`src/rtl/dynamic_lane_scroller_pkg.sv`:
```
// Shared types and constants for the multi-lane scrolling-object generator.
// The optional random spawn feature is enabled by defining DYN_LANE_RANDOM_SPAWN_EN.
package dynamic_lane_pkg;

    // Per-lane life cycle: parked off-screen, scrolling, or waiting to respawn.
    typedef enum logic [1:0] {
        IDLE   = 2'd0,
        MOVING = 2'd1,
        WAIT   = 2'd2
    } lane_state_t;

    localparam int DEFAULT_FRAC_BITS      = 6;
    localparam int FIXED_POINT_MULTIPLIER = 1 << DEFAULT_FRAC_BITS;

    // 16-bit Fibonacci LFSR, taps 16,14,13,11 (bit positions 15,13,12,10).
    localparam logic [15:0] LFSR_SEED = 16'hACE1;
    localparam logic [15:0] LFSR_TAPS = 16'hB400;

    function automatic logic [15:0] lfsr_next(input logic [15:0] s);
        return {s[14:0], ^(s & LFSR_TAPS)};
    endfunction

endpackage

```
`src/rtl/dynamic_lane_scroller_lane_mover.sv`:
```
// One scrolling lane: state machine, fixed-point position and respawn counter.
// Outputs are registered from the current state, so they trail each update by
// one cycle; the wrap pulse is delayed the same amount to stay aligned with Y.
module lane_mover
    import dynamic_lane_pkg::*;
#(
    parameter int COORD_W       = 11,
    parameter int FRAC_BITS     = DEFAULT_FRAC_BITS,
    parameter int START_Y       = 0,
    parameter int LIMIT_Y       = 479,
    parameter int OFFSCREEN_Y   = 480,
    parameter int RESPAWN_DELAY = 0
) (
    input  logic                        clk,
    input  logic                        reset,
    input  logic                        sof,
    input  logic                        pause,
    input  logic                        en,
    input  logic [COORD_W+FRAC_BITS:0]  step,
    input  logic [COORD_W-1:0]          spawn_x,
    output logic signed [COORD_W-1:0]   x_out,
    output logic signed [COORD_W-1:0]   y_out,
    output logic                        active,
    output logic                        wrap_pulse
);

    localparam int POS_W = COORD_W + FRAC_BITS + 1;
    localparam int CNT_W = (RESPAWN_DELAY > 1) ? $clog2(RESPAWN_DELAY) : 1;

    localparam logic signed [POS_W-1:0] START_FP = POS_W'(START_Y * (1 << FRAC_BITS));
    localparam logic signed [POS_W-1:0] LIMIT_FP = POS_W'(LIMIT_Y * (1 << FRAC_BITS));
    localparam logic signed [POS_W-1:0] OFF_FP   = POS_W'(OFFSCREEN_Y * (1 << FRAC_BITS));
    localparam logic signed [COORD_W-1:0] OFF_PIX = COORD_W'(OFFSCREEN_Y);

    lane_state_t               state_q, state_d;
    logic signed [POS_W-1:0]   y_q, y_d;
    logic [COORD_W-1:0]        x_q, x_d;
    logic [CNT_W-1:0]          cnt_q, cnt_d;
    logic                      wrap_evt_q, wrap_evt_d;
    logic signed [COORD_W-1:0] x_out_q, x_out_d;
    logic signed [COORD_W-1:0] y_out_q, y_out_d;
    logic                      active_q, active_d;
    logic                      wrap_pulse_q, wrap_pulse_d;
    logic signed [POS_W-1:0]   y_shift;

    // Next state: disable wins, then pause, then the per-frame transition.
    always_comb begin
        state_d    = state_q;
        y_d        = y_q;
        x_d        = x_q;
        cnt_d      = cnt_q;
        wrap_evt_d = 1'b0;
        if (!en) begin
            state_d = IDLE;
            y_d     = OFF_FP;
        end else if (sof && !pause) begin
            case (state_q)
                IDLE: begin
                    state_d = MOVING;
                    y_d     = START_FP;
                    x_d     = spawn_x;
                end
                MOVING: begin
                    if (y_q >= LIMIT_FP) begin
                        wrap_evt_d = 1'b1;
                        if (RESPAWN_DELAY == 0) begin
                            y_d = START_FP + $signed(step);
                            x_d = spawn_x;
                        end else begin
                            y_d     = OFF_FP;
                            cnt_d   = CNT_W'(RESPAWN_DELAY - 1);
                            state_d = WAIT;
                        end
                    end else begin
                        y_d = y_q + $signed(step);
                    end
                end
                WAIT: begin
                    if (cnt_q == '0) begin
                        state_d = MOVING;
                        y_d     = START_FP;
                        x_d     = spawn_x;
                    end else begin
                        cnt_d = cnt_q - CNT_W'(1);
                    end
                end
                default: begin
                    state_d = IDLE;
                    y_d     = OFF_FP;
                end
            endcase
        end
    end

    // Output stage: pixel conversion truncates toward minus infinity.
    always_comb begin
        y_shift      = y_q >>> FRAC_BITS;
        y_out_d      = y_shift[COORD_W-1:0];
        x_out_d      = x_q;
        active_d     = (state_q == MOVING);
        wrap_pulse_d = wrap_evt_q;
    end

    // State and output registers with synchronous reset.
    always_ff @(posedge clk) begin
        if (reset) begin
            state_q      <= IDLE;
            y_q          <= OFF_FP;
            x_q          <= '0;
            cnt_q        <= '0;
            wrap_evt_q   <= 1'b0;
            x_out_q      <= '0;
            y_out_q      <= OFF_PIX;
            active_q     <= 1'b0;
            wrap_pulse_q <= 1'b0;
        end else begin
            state_q      <= state_d;
            y_q          <= y_d;
            x_q          <= x_d;
            cnt_q        <= cnt_d;
            wrap_evt_q   <= wrap_evt_d;
            x_out_q      <= x_out_d;
            y_out_q      <= y_out_d;
            active_q     <= active_d;
            wrap_pulse_q <= wrap_pulse_d;
        end
    end

    assign x_out      = x_out_q;
    assign y_out      = y_out_q;
    assign active     = active_q;
    assign wrap_pulse = wrap_pulse_q;

endmodule

```
`src/rtl/dynamic_lane_scroller.sv`:
```
// Multi-lane scrolling position generator: shared step computation, spawn X
// selection and output packing around NUM_LANES lane_mover instances.
// Define DYN_LANE_RANDOM_SPAWN_EN to randomise spawn X with an LFSR.
module dynamic_lane_scroller
    import dynamic_lane_pkg::*;
#(
    parameter int NUM_LANES      = 4,
    parameter int COORD_W        = 11,
    parameter int FRAC_BITS      = DEFAULT_FRAC_BITS,
    parameter int SPEED_W        = 3,
    parameter int BASE_STEP      = 64,
    parameter int STEP_PER_SPEED = 32,
    parameter int START_Y        = 0,
    parameter int LIMIT_Y        = 479,
    parameter int OFFSCREEN_Y    = 480,
    parameter int LANE_PITCH     = 160,
    parameter int RESPAWN_DELAY  = 0
) (
    input  logic                      clk,
    input  logic                      reset,
    input  logic                      startOfFrame,
    input  logic [SPEED_W-1:0]        speed,
    input  logic                      pause,
    input  logic [NUM_LANES-1:0]      lane_en,
    output logic signed [COORD_W-1:0] coordinate [NUM_LANES][2],
    output logic [NUM_LANES-1:0]      lane_active,
    output logic [NUM_LANES-1:0]      wrap_pulse
);

    localparam int POS_W = COORD_W + FRAC_BITS + 1;

    logic [POS_W-1:0] step;

    // Per-frame step in fixed-point units, from the live speed input.
    always_comb step = POS_W'(BASE_STEP + STEP_PER_SPEED * int'(speed));

`ifdef DYN_LANE_RANDOM_SPAWN_EN
    logic [15:0] lfsr_q, lfsr_d;

    // Advance the spawn LFSR once per unpaused frame.
    always_comb begin
        lfsr_d = lfsr_q;
        if (startOfFrame && !pause) lfsr_d = lfsr_next(lfsr_q);
    end

    // LFSR register, reseeded on reset so spawn sequences are repeatable.
    always_ff @(posedge clk) begin
        if (reset) lfsr_q <= LFSR_SEED;
        else       lfsr_q <= lfsr_d;
    end
`endif

    for (genvar i = 0; i < NUM_LANES; i++) begin : g_lane
        logic [COORD_W-1:0]        spawn_x;
        logic signed [COORD_W-1:0] x_pix;
        logic signed [COORD_W-1:0] y_pix;
`ifdef DYN_LANE_RANDOM_SPAWN_EN
        logic [15:0] lfsr_mix;

        // Random X inside this lane's column.
        always_comb begin
            lfsr_mix = lfsr_q ^ 16'(i * 16'h1F35);
            spawn_x  = COORD_W'(int'(lfsr_mix) % LANE_PITCH + i * LANE_PITCH);
        end
`else
        // Fixed X at the left edge of this lane's column.
        always_comb spawn_x = COORD_W'(i * LANE_PITCH);
`endif

        lane_mover #(
            .COORD_W       (COORD_W),
            .FRAC_BITS     (FRAC_BITS),
            .START_Y       (START_Y),
            .LIMIT_Y       (LIMIT_Y),
            .OFFSCREEN_Y   (OFFSCREEN_Y),
            .RESPAWN_DELAY (RESPAWN_DELAY)
        ) u_lane (
            .clk        (clk),
            .reset      (reset),
            .sof        (startOfFrame),
            .pause      (pause),
            .en         (lane_en[i]),
            .step       (step),
            .spawn_x    (spawn_x),
            .x_out      (x_pix),
            .y_out      (y_pix),
            .active     (lane_active[i]),
            .wrap_pulse (wrap_pulse[i])
        );

        assign coordinate[i][0] = x_pix;
        assign coordinate[i][1] = y_pix;
    end

endmodule
```
`config.mk`:
```
export PLATFORM = sky130hd
export DESIGN_NAME = dynamic_lane_scroller
export DESIGN_NICKNAME = d
export VERILOG_FILES = /design/src/rtl/dynamic_lane_scroller_pkg.sv /design/src/rtl/dynamic_lane_scroller_lane_mover.sv /design/src/rtl/dynamic_lane_scroller.sv
export SDC_FILE = /design/constraint.sdc
export NUM_CORES = 1
export LEC_CHECK = 0
export BUFFER_PORTS_ARGS = -buffer_cell sky130_fd_sc_hd__buf_2
export CELL_PAD_IN_SITES_DETAIL_PLACEMENT = 0
export CELL_PAD_IN_SITES_GLOBAL_PLACEMENT = 1
export CORE_MARGIN = 5
export CORE_UTILIZATION = 42
export CTS_CLUSTER_DIAMETER = 200
export DETAILED_ROUTE_END_ITERATION = 6
export PLACE_DENSITY = 0.78
export SETUP_SLACK_MARGIN = 0.02
export SYNTH_ARGS = -nofsm -noshare
export SYNTH_HDL_FRONTEND = slang
export SYNTH_SLANG_ARGS = --single-unit
```
`constraint.sdc`:
```
create_clock -name clk -period 3.1 [get_ports clk]
set_input_delay 0.62 -clock clk [delete_from_list [all_inputs] [get_ports clk]]
set_output_delay 0.62 -clock clk [all_outputs]
set_load 0.01 [all_outputs]
```
==> flow_metrics.py <==
metrics = {
    "yosys": {
        "ys_warn_count": 0,
        "ys_ff_latch": 118,
        "async_flop_share_pct": 0,
        "synth_ff_type": "dfxtp_1",
        "yosysSeqAreaShare_pct": 44.24,
        "yosys.area.top_type": "dfxtp_1",
        "netlist.area_leader.share_pct": 44.24,
        "synth.avg_cell_area_um2": 9.336,
        "synth_cell_types": 51,
        "synth_area_mm2": 0.005340,
        "synth_edf_count": 0,
        "synthCells": 572,
        "synthTopCellsByArea": "dfxtp_1 44%, buf_4 6.9%, nor2b_1 5.2%",
    },
    "timing": {
        "fmax_ghz": 0.4006,
        "final-hold-violation-count": 0,
        "tns_ns": 0,
        "setup_violations": 0,
        "worst_slew_pin_slew_ns": 0.8324,
        "skew_ns": 0.005843,
        "rsz0062_at_grt": "false",
        "slew_viol_final": 0,
        "period_needed_ns": 2.496,
        "slew-limit-headroom_pct": 43.90,
        "finalCritPeriodShare_pct": 80.53,
    },
    "placed_design": {
        "gp_congestion": 0.8499,
        "dp_hpwl_um": 7799,
        "post_dp_cell_area_mm2": 0.005618,
        "portBuffers": 70,
    },
    "detailed_routing": {
        "drt_iter0_markers": 259,
        "routed_wl_um": 11120,
        "drc": 0,
        "drtAntennaViolNets": 0,
        "first_pass_iters": 5,
        "post_drt_wl_per_cell_um": 13.60,
        "avgViaCountPerCell": 4.866,
        "via_count": 3980,
    },
    "critical_path": {
        "crit_path_end_kind": "register",
        "worst_setup_path_start_kind": "primary input",
        "critPathMaxFanout": 12,
        "crit_arrival_ns": 2.83,
        "setup.worst_path.class": "in2reg",
        "crit_required_ns": 3.43,
    },
    "global_routing": {
        "grt_antenna_before_repair": 0,
        "grt_pass1_wl_um": 18220,
        "grt_max_degree": 41,
        "overflow": 0,
        "grt_pass1_vias": 3861,
        "grt_util_all_layers_pct": 15.24,
    },
    "die": {
        "core_mm2": 0.01257,
        "die_area_mm2": 0.01507,
        "die_h_um": 122.8,
        "num_rows": 41,
        "die_w_um": 122.8,
        "io_pins": 107,
        "initial_utilization_pct": 42.49,
    },
    "cells_and_area": {
        "multi_input_area_mm2": 0.002645,
        "final_core_util_pct": 49.95,
        "nets": 669,
        "drive_above_1_share_pct": 19.50,
        "n_antenna_cell": 0,
        "syn_to_final_growth_pct": 17.55,
        "nFillCells": 1195,
        "final_cell_area_mm2": 0.006277,
        "register_area_mm2": 0.002362,
    },
    "clocking": {
        "root_buffer": "clkbuf_16",
        "cts_hold_buf": 0,
        "clkSlewWorstSetupHoldPaths_ns": 0.05,
        "clk_latency_ns": 0.41,
        "clock-sinks": 118,
        "clockBufferDepth": 2,
        "cts_resized": 0,
        "htree_levels": 4,
        "post-cts-setup-buffer-count": 0,
        "cts-buffers-inserted": 17,
        "cts_tree": "yes",
    },
    "power_and_ir_drop": {
        "peakVddDrop_mv": 0.3329,
        "p_leak_nw": 2.685,
        "power_density_mw_per_mm2": 628.0,
    },
    "hold_path": {
        "hold_class": "reg2reg",
    },
    "job": {
        "maxCapViolCount": 0,
    },
    "outcome": {
        "status": "finished clean",
    },
}
## flip-flops by register name (all words and copies together), names as in the netlist
name / count
g_lane.u_lane.active: 4
g_lane.u_lane.wrap_pulse: 4
g_lane.u_lane.y_q: 52
g_lane.u_lane.state_q: 4
g_lane.u_lane.y_out: 44
g_lane.u_lane.wrap_evt_q: 4
g_lane.u_lane.x_out_d: 3
g_lane.u_lane.x_out: 3
## power by group
part | total (mW) | internal [mW] | leakage, nW | switching, mW
registers | 1.56 | 1.54 | 0.955 | 0.0185
logic | 0.212 | 0.0767 | 1.41 | 0.135
clock network | 2.17 | 1.51 | 0.320 | 0.663
total | 3.94 | 3.12 | 2.68 | 0.817
## final timing paths
path / start / to / slack [ns] / cells after the start
setup reg to reg: g_lane[2].u_lane.y_q[5] / g_lane[2].u_lane.y_q[13] / 1.05 / 7
hold / removal: g_lane[2].u_lane.wrap_evt_q / g_lane[2].u_lane.wrap_pulse / 0.44 / 1
setup / recovery: speed[1] / g_lane[0].u_lane.y_q[16] / 0.60 / 8
hold reg to reg: g_lane[2].u_lane.wrap_evt_q / g_lane[2].u_lane.wrap_pulse / 0.44 / 1
## critical path, cell delays in order
cell and delay [ns]:
buf_2 0.11, ha_1 0.48, ha_1 0.42, a211oi_1 0.08, a21oi_1 0.41, nand2_1 0.13, or3b_1 0.37, a31oi_1 0.19
## metrics by stage
step           setup WS, ns  power (mW)  cells  hold WS [ns]
2_1_floorplan        0.6413       1.782    607        0.4138
3_3_place_gp         0.3116       1.795    786        0.4284
3_5_place_dp         0.1788       1.800    786        0.4327
4_1_cts              0.5955       3.980    818        0.4437
5_1_grt              0.3690       4.082    818        0.4595
6_report             0.6036       3.942    818        0.4365
## cells in the mapped netlist, types with 7 or more instances
| library cell | count |
|---|---|
| clkbuf_1 | 10 |
| xor2_1 | 18 |
| nor2_1 | 47 |
| a211oi_1 | 9 |
| dfxtp_1 | 118 |
| nor2b_1 | 44 |
| nand2_1 | 45 |
| ha_1 | 21 |
| and3_1 | 8 |
| xnor2_1 | 15 |
| buf_4 | 49 |
| a21oi_1 | 23 |
| or2_2 | 17 |
| o21ai_0 | 27 |
| mux2i_1 | 16 |
| nand4_1 | 7 |
| nand2b_1 | 8 |
| nor3_1 | 11 |
| nand3_1 | 23 |
## final cells by class
class	instances	share of cell area, %
Clock inverter	8	2.671
Sequential cell	118	37.63
Clock buffer	24	7.833
Timing Repair Buffer	74	6.059
Multi-Input combinational cell	418	42.14
Inverter	4	0.2392
Tap cell	172	3.428
## logic make-up (layout without fill, tap and decap cells)
| kind of cell | after synthesis | in the layout | synth area share [%] |
|---|---|---|---|
| AO/OA/AOI/OAI | 85 | 85 | 10.75 |
| XOR/XNOR | 33 | 33 | 5.412 |
| adder cells (fa/ha/maj) | 25 | 25 | 6.420 |
| buffers and inverters | 71 | 110 | 8.692 |
| flip-flops | 118 | 118 | 44.24 |
| multiplexers | 16 | 16 | 2.999 |
| other | 1 | 36 | 0.07022 |
| AND/OR/NAND/NOR | 223 | 223 | 21.42 |
## layout by cell type, fill, tap and decap left out, types with 3 or more instances in the layout
master,Yosys,layout
dfxtp_1,118,118
buf_2,5,70
nor2_1,47,47
nand2_1,45,45
nor2b_1,44,44
conb_1,1,36
o21ai_0,27,27
nand3_1,23,23
a21oi_1,23,23
ha_1,21,21
xor2_1,18,18
or2_2,17,17
clkbuf_16,0,17
mux2i_1,16,16
xnor2_1,15,15
nor3_1,11,11
a211oi_1,9,9
nand2b_1,8,8
and3_1,8,8
nand4_1,7,7
bufinv_16,0,5
inv_1,4,4
a21o_1,4,4
fa_1,4,4
clkbuf_8,0,4
buf_4,49,4
a311oi_1,3,3
a31oi_1,3,3
a41oi_1,3,3
clkbuf_1,10,3
## per-layer routing
| layer | vias to the layer above | share of wire [%] | track usage, % |
|---|---|---|---|
| met5 | - | 0 | 0 |
| met4 | 0 | 1.6 | 5.948 |
| met3 | 18 | 5.4 | 4.286 |
| met2 | 104 | 49 | 25.38 |
| met1 | 1863 | 44 | 18.63 |
| li1 | 1995 | - | - |
Power figures use the tool's default switching activity.
